<file path="src/rtl/ps2_mouse_cursor.sv">
// ps2_mouse_cursor: turns decoded PS/2 mouse packets into an absolute,
// screen-clamped cursor position, button state and click pulses.
// Sequence per packet: IDLE -> CAPTURE -> CHECK -> CALC -> PUBLISH -> IDLE.
// Optional feature macro: PS2_CURSOR_ACCEL_EN doubles deltas whose magnitude exceeds 8.
module ps2_mouse_cursor #(
    parameter int X_MAX    = 639,
    parameter int Y_MAX    = 479,
    parameter int X_INIT   = 320,
    parameter int Y_INIT   = 240,
    parameter int COORD_W  = 10,
    parameter int Y_INVERT = 1
) (
    input  logic               qzt_clk,
    input  logic               rst_n,
    input  logic               pkt_strobe,
    input  logic [7:0]         status_pck,
    input  logic [7:0]         xm_pck,
    input  logic [7:0]         ym_pck,
    output logic [COORD_W-1:0] cursor_x,
    output logic [COORD_W-1:0] cursor_y,
    output logic [2:0]         buttons,
    output logic [2:0]         click,
    output logic               update,
    output logic [7:0]         sync_err_cnt,
    output logic [7:0]         ovf_cnt
);

    // Arithmetic width: two guard bits keep cursor +/- delta from wrapping.
    localparam int S = COORD_W + 2;

    localparam logic [2:0] ST_IDLE    = 3'd0;
    localparam logic [2:0] ST_CAPTURE = 3'd1;
    localparam logic [2:0] ST_CHECK   = 3'd2;
    localparam logic [2:0] ST_CALC    = 3'd3;
    localparam logic [2:0] ST_PUBLISH = 3'd4;

    localparam logic [COORD_W-1:0] XMAX_C  = COORD_W'(X_MAX);
    localparam logic [COORD_W-1:0] YMAX_C  = COORD_W'(Y_MAX);
    localparam logic [COORD_W-1:0] XINIT_C = COORD_W'(X_INIT);
    localparam logic [COORD_W-1:0] YINIT_C = COORD_W'(Y_INIT);

`ifdef PS2_CURSOR_ACCEL_EN
    localparam logic signed [S-1:0] ACC_POS = S'(8);
    localparam logic signed [S-1:0] ACC_NEG = S'(-8);
`endif

    logic [2:0]          r_state;
    logic                r_strobe_q;
    logic [7:0]          r_status;
    logic [7:0]          r_xm;
    logic [7:0]          r_ym;
    logic [8:0]          r_dx;
    logic [8:0]          r_dy;

    logic                w_edge;
    logic signed [S-1:0] w_dx_ext;
    logic signed [S-1:0] w_dy_ext;
    logic signed [S-1:0] w_dx_eff;
    logic signed [S-1:0] w_dy_eff;
    logic signed [S-1:0] w_nx;
    logic signed [S-1:0] w_ny;

    // Saturate a signed intermediate coordinate into 0..vmax.
    function automatic logic [COORD_W-1:0] clamp_coord(input logic signed [S-1:0] v,
                                                       input logic [COORD_W-1:0] vmax);
        logic [COORD_W-1:0] res;
        if (v[S-1]) begin
            res = {COORD_W{1'b0}};
        end else if (v > $signed({2'b00, vmax})) begin
            res = vmax;
        end else begin
            res = v[COORD_W-1:0];
        end
        return res;
    endfunction

    // Saturating 8-bit increment for the diagnostic counters.
    function automatic logic [7:0] sat_inc(input logic [7:0] c);
        logic [7:0] res;
        if (c == 8'hFF) begin
            res = c;
        end else begin
            res = c + 8'd1;
        end
        return res;
    endfunction

    assign w_edge = pkt_strobe & ~r_strobe_q;

    // Delta scaling and the next (unclamped) cursor position.
    always_comb begin
        w_dx_ext = {{(S-9){r_dx[8]}}, r_dx};
        w_dy_ext = {{(S-9){r_dy[8]}}, r_dy};
        w_dx_eff = w_dx_ext;
        w_dy_eff = w_dy_ext;
`ifdef PS2_CURSOR_ACCEL_EN
        if ((w_dx_ext > ACC_POS) || (w_dx_ext < ACC_NEG)) begin
            w_dx_eff = w_dx_ext <<< 1;
        end else begin
            w_dx_eff = w_dx_ext;
        end
        if ((w_dy_ext > ACC_POS) || (w_dy_ext < ACC_NEG)) begin
            w_dy_eff = w_dy_ext <<< 1;
        end else begin
            w_dy_eff = w_dy_ext;
        end
`endif
        w_nx = $signed({2'b00, cursor_x}) + w_dx_eff;
        if (Y_INVERT != 0) begin
            w_ny = $signed({2'b00, cursor_y}) - w_dy_eff;
        end else begin
            w_ny = $signed({2'b00, cursor_y}) + w_dy_eff;
        end
    end

    // Strobe history: tracks every cycle so a long strobe triggers only once.
    always_ff @(posedge qzt_clk or negedge rst_n) begin
        if (!rst_n) begin
            r_strobe_q <= 1'b0;
        end else begin
            r_strobe_q <= pkt_strobe;
        end
    end

    // Packet sequencer; outputs are loaded on entry to PUBLISH so they are
    // valid (and update/click high) for exactly the PUBLISH cycle.
    always_ff @(posedge qzt_clk or negedge rst_n) begin
        if (!rst_n) begin
            r_state      <= ST_IDLE;
            r_status     <= 8'h00;
            r_xm         <= 8'h00;
            r_ym         <= 8'h00;
            r_dx         <= 9'd0;
            r_dy         <= 9'd0;
            cursor_x     <= XINIT_C;
            cursor_y     <= YINIT_C;
            buttons      <= 3'b000;
            click        <= 3'b000;
            update       <= 1'b0;
            sync_err_cnt <= 8'h00;
            ovf_cnt      <= 8'h00;
        end else begin
            click  <= 3'b000;
            update <= 1'b0;
            case (r_state)
                ST_IDLE: begin
                    if (w_edge) begin
                        r_state <= ST_CAPTURE;
                    end
                end
                ST_CAPTURE: begin
                    r_status <= status_pck;
                    r_xm     <= xm_pck;
                    r_ym     <= ym_pck;
                    r_state  <= ST_CHECK;
                end
                ST_CHECK: begin
                    if (!r_status[3]) begin
                        sync_err_cnt <= sat_inc(sync_err_cnt);
                        r_state      <= ST_IDLE;
                    end else begin
                        r_dx <= r_status[6] ? 9'd0 : {r_status[4], r_xm};
                        r_dy <= r_status[7] ? 9'd0 : {r_status[5], r_ym};
                        if (r_status[6] || r_status[7]) begin
                            ovf_cnt <= sat_inc(ovf_cnt);
                        end
                        r_state <= ST_CALC;
                    end
                end
                ST_CALC: begin
                    cursor_x <= clamp_coord(w_nx, XMAX_C);
                    cursor_y <= clamp_coord(w_ny, YMAX_C);
                    buttons  <= r_status[2:0];
                    click    <= r_status[2:0] & ~buttons;
                    update   <= 1'b1;
                    r_state  <= ST_PUBLISH;
                end
                ST_PUBLISH: begin
                    r_state <= ST_IDLE;
                end
                default: begin
                    r_state <= ST_IDLE;
                end
            endcase
        end
    end

endmodule

</file>
<file path="config.mk">
export PLATFORM = sky130hd
export DESIGN_NAME = ps2_mouse_cursor
export DESIGN_NICKNAME = d
export VERILOG_FILES = /design/src/rtl/ps2_mouse_cursor.sv
export SDC_FILE = /design/constraint.sdc
export NUM_CORES = 1
export LEC_CHECK = 0
export CELL_PAD_IN_SITES_DETAIL_PLACEMENT = 1
export CELL_PAD_IN_SITES_GLOBAL_PLACEMENT = 2
export CORE_MARGIN = 2
export CORE_UTILIZATION = 36
export CTS_BUF_LIST = sky130_fd_sc_hd__clkbuf_8
export CTS_CLUSTER_DIAMETER = 200
export DETAILED_ROUTE_END_ITERATION = 10
export PLACE_DENSITY = 0.92
export SLEW_MARGIN = 25
export SYNTH_ARGS = -nofsm -noshare
export SYNTH_HDL_FRONTEND = slang
export SYNTH_SLANG_ARGS = --single-unit
</file>
<file path="constraint.sdc">
create_clock -name qzt_clk -period 3.43 [get_ports qzt_clk]
set_clock_uncertainty 0.15 [all_clocks]
set_input_delay 0.5145 -clock qzt_clk [delete_from_list [all_inputs] [get_ports qzt_clk]]
set_output_delay 0.5145 -clock qzt_clk [all_outputs]
set_load 0.05 [all_outputs]
</file>
==> results of run 1 <==
==> metal layers <==
metal / up-vias / GRT usage (%) / wire, um
li1: 1824 / - / -
met4: 0 / 6.831 / 258
met5: - / 0 / 0
met1: 1885 / 23.14 / 5544
met3: 18 / 4.670 / 517
met2: 84 / 29.44 / 5846
==> area by class of cell <==
cell class / count / area share (%)
tap: 176 / 3.664
multi-input combinational: 346 / 41.38
sequential: 89 / 37.18
clock inverter: 6 / 1.499
clock buffer: 10 / 2.290
inverter: 24 / 1.499
timing repair buffer: 77 / 12.49
==> power groups by stage <==
| stage | Clock, mW | Combinational, mW | Sequential [mW] |
|---|---|---|---|
| after global routing | 0.911 | 3.45 | 1.85 |
| after detailed placement | 0 | 3.12 | 1.81 |
| after CTS | 0.871 | 3.15 | 1.79 |
| final | 0.837 | 3.14 | 1.78 |
| after floorplan | 0 | 1.98 | 2.10 |
| after global placement | 0 | 3.01 | 1.78 |
==> stage by stage <==
stage	setup slack, ns	instance area [um2]	power (mW)	util, %	hold WS [ns]
detailed placement	0.3681	5773	4.932	43.59	0.3131
floorplan	0.3084	4863	4.077	-	0.06891
CTS	0.3339	6011	5.809	45.39	0.3174
global route	0.2038	6011	6.210	45.39	0.3419
global placement	0.4303	5773	4.783	43.59	0.2953
finish	0.3272	6011	5.753	45.39	0.3175
==> flip-flops by register name, summed over array words and instances, names as in the netlist, 3 cells and up <==
signal        flops
cursor_x         10
click             3
r_state           3
sync_err_cnt      8
ovf_cnt           8
r_dy              9
r_dx              9
buttons           3
cursor_y         10
r_xm              8
r_ym              8
r_status          8
==> worst paths after layout <==
kind	to	slack [ns]
setup / recovery	cursor_y[3]	0.33
hold reg to reg	click[2]	0.32
min in group asynchronous	ovf_cnt[2]	0.47
hold / removal	click[2]	0.32
max in group asynchronous	cursor_y[4]	1.83
setup reg to reg	cursor_y[3]	0.33
==> critical path: stages (launching register included) <==
cell and delay (ns):
dfrtp_1 0.42, inv_1 0.07, ha_1 0.16, inv_1 0.06, fa_1 0.41, a21o_1 0.24, a221oi_4 0.36, o211ai_1 0.17
xnor2_1 0.14, o31a_1 0.29, or3_1 0.38, a2bb2oi_1 0.15
==> cell families after synthesis <==
logic type,count (synthesis),share of synthesized area [%]
simple gates,154,15.38
xor+xnor,29,5.222
mux,29,6.663
fa+ha+maj,26,6.998
flops,89,45.95
compound gates,108,16.77
buf+inv,39,3.010
==> placed cells by master (no fill, tap or decap), types with 3 or more instances in the layout <==
cell type        synthesis  layout
o21a_1                   4       4
nor2b_1                  4       4
mux2_2                  27      27
or3_1                    3       3
a22oi_1                  4       4
o21ai_0                 29      29
nand2_1                 62      62
nand3_1                  7       7
buf_4                    0       8
inv_1                   23      24
dfstp_2                  6       6
xor2_1                  10      10
a2bb2oi_1                3       3
nor3b_1                  5       4
nor3_1                   7       7
nand4_1                  5       5
dfrtp_1                 83      83
clkdlybuf4s50_1          0      68
ha_1                    24      24
clkbuf_8                 0      10
a21oi_1                 23      23
a21o_1                   5       5
nor2_1                  26      26
xnor2_1                 19      19
nand2b_1                20      20
a32o_1                  10      10
==> results.toml, run 1 <==
[route]
route.detailed.drc = 0
wire_per_inst_um = 16.71
vias = 3811
via_per_inst = 5.235
totalWireLength_um = 12170
ant_nets = 0
drt_iter0_drc = 129
drt_first_pass_iters = 6

[logic_synthesis]
syn_avg_cell_area_um2 = 10.26
synth_seq_area_share_pct = 45.95
yosys_warnings = 0
synth_edf_count = 0
synth_area_leaders = "dfrtp_1, mux2_2, ha_1"
synth_cells = 474
syn_nets = 527
syn-cell-area_um2 = 4863
yosys.cell_count.top_type = "dfrtp_1"
ys_top_cells_by_count = "dfrtp_1, nand2_1, o21ai_0, mux2_2, nor2_1"
synth.top_cell.area_share_pct = 42.71
ys.flop_type = "dfrtp_1"
ys_types = 64
synth_async_sr_flop_share_pct = 100.0
synth_seq_cells = 89
post-synth-top-area-cell = "dfrtp_1"

[critical_path]
r2r_cells = 11
r2r-start = "cursor_y[0]"
crit_start = "cursor_y[0]"
worstPathMaxFanout = 5
crit_path_start_kind = "flip-flop"
cp.arrival_ns = 3.21
required_ns = 3.54
crit_path_end_kind = "flip-flop"
criticalPathCategory = "reg2reg"

[die]
fp.coreArea_um2 = 13240
die_h_um = 120.2
ioPinCount = 70
die_w_um = 120.2
num_rows = 42
dieArea_um2 = 14460
start_util_pct = 36.73

[clock_tree]
cts_tree = "done"
h-tree-depth = 3
cts-root-buf = "clkbuf_8"
cts_resized = 0
clkTransAtPathRegs_ns = 0.09
post_cts_buffers = 0
cts.sinks = 89
numCtsBuffers = 9
clock_path_buffers = 2
hold_buffers = 1
clock_latency_ns = 0.38

[timing]
finalHoldViolCount = 0
fmax_ghz = 0.3223
finalCriticalPeriod_ns = 3.103
setup_tns_ns = 0
maxSlewViolCount = 0
tightestPinTransition_ns = 0.7332
max_slew_margin_pct = 51.03
finalCritPeriodShare_pct = 90.46
rsz0062_at_grt = "no"
setup_violations = 0

[cells_and_area]
stdcell_count = 728
fill_cells = 1488
diodes = 0
seqCellArea_um2 = 2235
fin_nets = 600
multi_input_area_um2 = 2487
drive_gt1_share_pct = 13.04
area_growth_pct = 23.59

[placement]
post-dp-hpwl_um = 9109
gp_congestion = 0.8645
dp_cells = 711
port_buffers = 69

[grt]
grt_pass1_vias = 4162
grt.total_usage_pct = 18.06
grt_antenna_before_repair = 0
grt_pass1_wl_um = 20650
grt_overflow = 0
grt_max_degree = 38

[min_path]
hold_path_class = "reg2reg"
worstHoldPathCells = 1
hp-start = "buttons[2]"

[pwr]
p_seq_share_pct = 31.0
p_sw_share_pct = 44.37
p_sw_mw = 2.553
ir_worst_vdd_v = 0.0004725
clockPowerShare_pct = 14.5
power_frac_comb_pct = 54.5
power.density_nw_per_um2 = 957.2
p_int_mw = 3.201
leakage_nw = 2.603

[status]
outcome = "complete, no violations"

[job]
drv_cap = 0
Note: power is estimated with default switching activity, not from simulation.
==> run 2: changes to the inputs <==
--- a/config.mk
+++ b/config.mk
@@ -8,12 +8,11 @@
 export CELL_PAD_IN_SITES_DETAIL_PLACEMENT = 1
 export CELL_PAD_IN_SITES_GLOBAL_PLACEMENT = 2
 export CORE_MARGIN = 2
-export CORE_UTILIZATION = 36
+export CORE_UTILIZATION = 30
 export CTS_BUF_LIST = sky130_fd_sc_hd__clkbuf_8
 export CTS_CLUSTER_DIAMETER = 200
 export DETAILED_ROUTE_END_ITERATION = 10
-export PLACE_DENSITY = 0.92
-export SLEW_MARGIN = 25
+export PLACE_DENSITY = 0.8
 export SYNTH_ARGS = -nofsm -noshare
 export SYNTH_HDL_FRONTEND = slang
 export SYNTH_SLANG_ARGS = --single-unit
==> results.toml, run 2 (synthesized netlist as in run 1, its figures left out) <==
[status]
outcome = "finished with violations"
violations = "hold timing"

[placement]
port_buffers = 69
post-dp-hpwl_um = 9123
dp_cells = 750
gp_congestion = 0.8121
placed_cell_area_um2 = 5816
dp_slack_ns = 0.3626

[cells_and_area]
layout_common_cells = "dfrtp_1, clkdlybuf4s50_1, nand2_1"
stdcell_count = 766
reg_top3 = "cursor_x: 10 flops, cursor_y: 10 flops"
fin_nets = 598
drive_gt1_share_pct = 13.09
mostFrequentLayoutCell = "dfrtp_1"
diodes = 0
area_growth_pct = 23.33
final_cell_area_um2 = 5998
fin_util_pct = 37.76

[clock_tree]
clkTransAtPathRegs_ns = 0.10
cts.sinks = 89
h-tree-depth = 3
numCtsBuffers = 9
cts_resized = 0
hold_buffers = 0
clock_latency_ns = 0.38
post_cts_buffers = 0
clock_path_buffers = 2
cts_tree = "done"
cts-root-buf = "clkbuf_8"

[route]
drt_iter0_drc = 144
ant_nets = 0
wire_per_inst_um = 15.82
route.detailed.drc = 0
vias = 3757
totalWireLength_um = 12120
via_per_inst = 4.905
drt_first_pass_iters = 4

[timing]
finalHoldViolCount = 2
maxSlewViolCount = 0
finalCriticalPeriod_ns = 3.118
fmax_ghz = 0.3208
tightestPinTransition_ns = 0.7597
finalCritPeriodShare_pct = 90.89
rsz0062_at_grt = "no"
setup_violations = 0
max_slew_margin_pct = 48.96
holdWs_ns = -0.0003270
setup_tns_ns = 0
fin_ws_ns = 0.3123

[die]
die_h_um = 131.3
num_rows = 46
dieArea_um2 = 17250
ioPinCount = 70
fp.coreArea_um2 = 15890
start_util_pct = 30.62
die_w_um = 131.3

[critical_path]
reg2reg_slack_ns = 0.31
crit_top_cell = "inv_1"
worstPathMaxFanout = 5
required_ns = 3.54
cp.arrival_ns = 3.23
criticalPathCategory = "reg2reg"
critical_path.top_delay_family = "compound AO/OA/AOI/OAI gates"
crit_path_end_kind = "flip-flop"
crit_path_start_kind = "flip-flop"
path_cells = "inv_1 -> ha_1 -> inv_1 -> fa_1 -> a21o_1 -> a221oi_4 -> o211ai_1 -> xnor2_1 -> o31a_1 -> or3_1 -> a2bb2oi_1"
cpPeakStageDelay_ns = 0.41
crit_buf_inv = 2
crit_slowest_cell = "dfrtp_1"

[job]
drv_cap = 0

[grt]
grt_overflow = 0
grt_pass1_vias = 4147
grt_pass1_wl_um = 20950
grt_max_degree = 52
grt_antenna_before_repair = 0
grt.total_usage_pct = 15.01

[pwr]
leakage_nw = 2.567
ir_worst_vdd_v = 0.0003740
power.density_nw_per_um2 = 933.4
finalPower_mw = 5.599

[min_path]
hold_path_class = "in2async"
run 2: changes by cell type in the layout (fill, tap and decap cells not counted), sizes merged:
| cell | change |
|---|---|
| clkinvlp | +1 |
| bufinv | -2 |
| clkbuf | -1 |
| dlygate4sd3 | -1 |
| inv | +2 |
| buf | -1 |
run 2: final cells by class:
cell class / count / area [um2]
clock buffers: 9 / 123.9
clock inverters: 7 / 58.81
fillers: 1821 / 9887
inverters: 24 / 90.09
multi-input cells: 346 / 2487
flip-flops and latches: 89 / 2235
well taps: 216 / 270.3
repair buffers: 75 / 733.2
run 2: final timing paths:
check / endpoint / start / depth (start not counted)
max: cursor_y[3] / cursor_y[0] / 11
min reg2reg: click[1] / buttons[1] / 1
max in group asynchronous: cursor_y[7] / rst_n / 2
max reg2reg: cursor_y[3] / cursor_y[0] / 11
min in group qzt_clk: click[1] / buttons[1] / 1
min: cursor_x[3] / rst_n / 1
run 2: routing by layer:
metal	GRT usage [%]	vias up	share of wire, %
met3	3.202	17	3.3
met5	0	-	0
li1	-	1818	-
met2	24.36	58	48
met1	19.35	1864	47
met4	6.522	0	2.2
run 2: where the power goes:
part           internal (mW)  switching [mW]  total [mW]
clock                  0.276           0.430       0.706
sequential              1.44           0.346        1.79
combinational           1.32            1.79        3.11
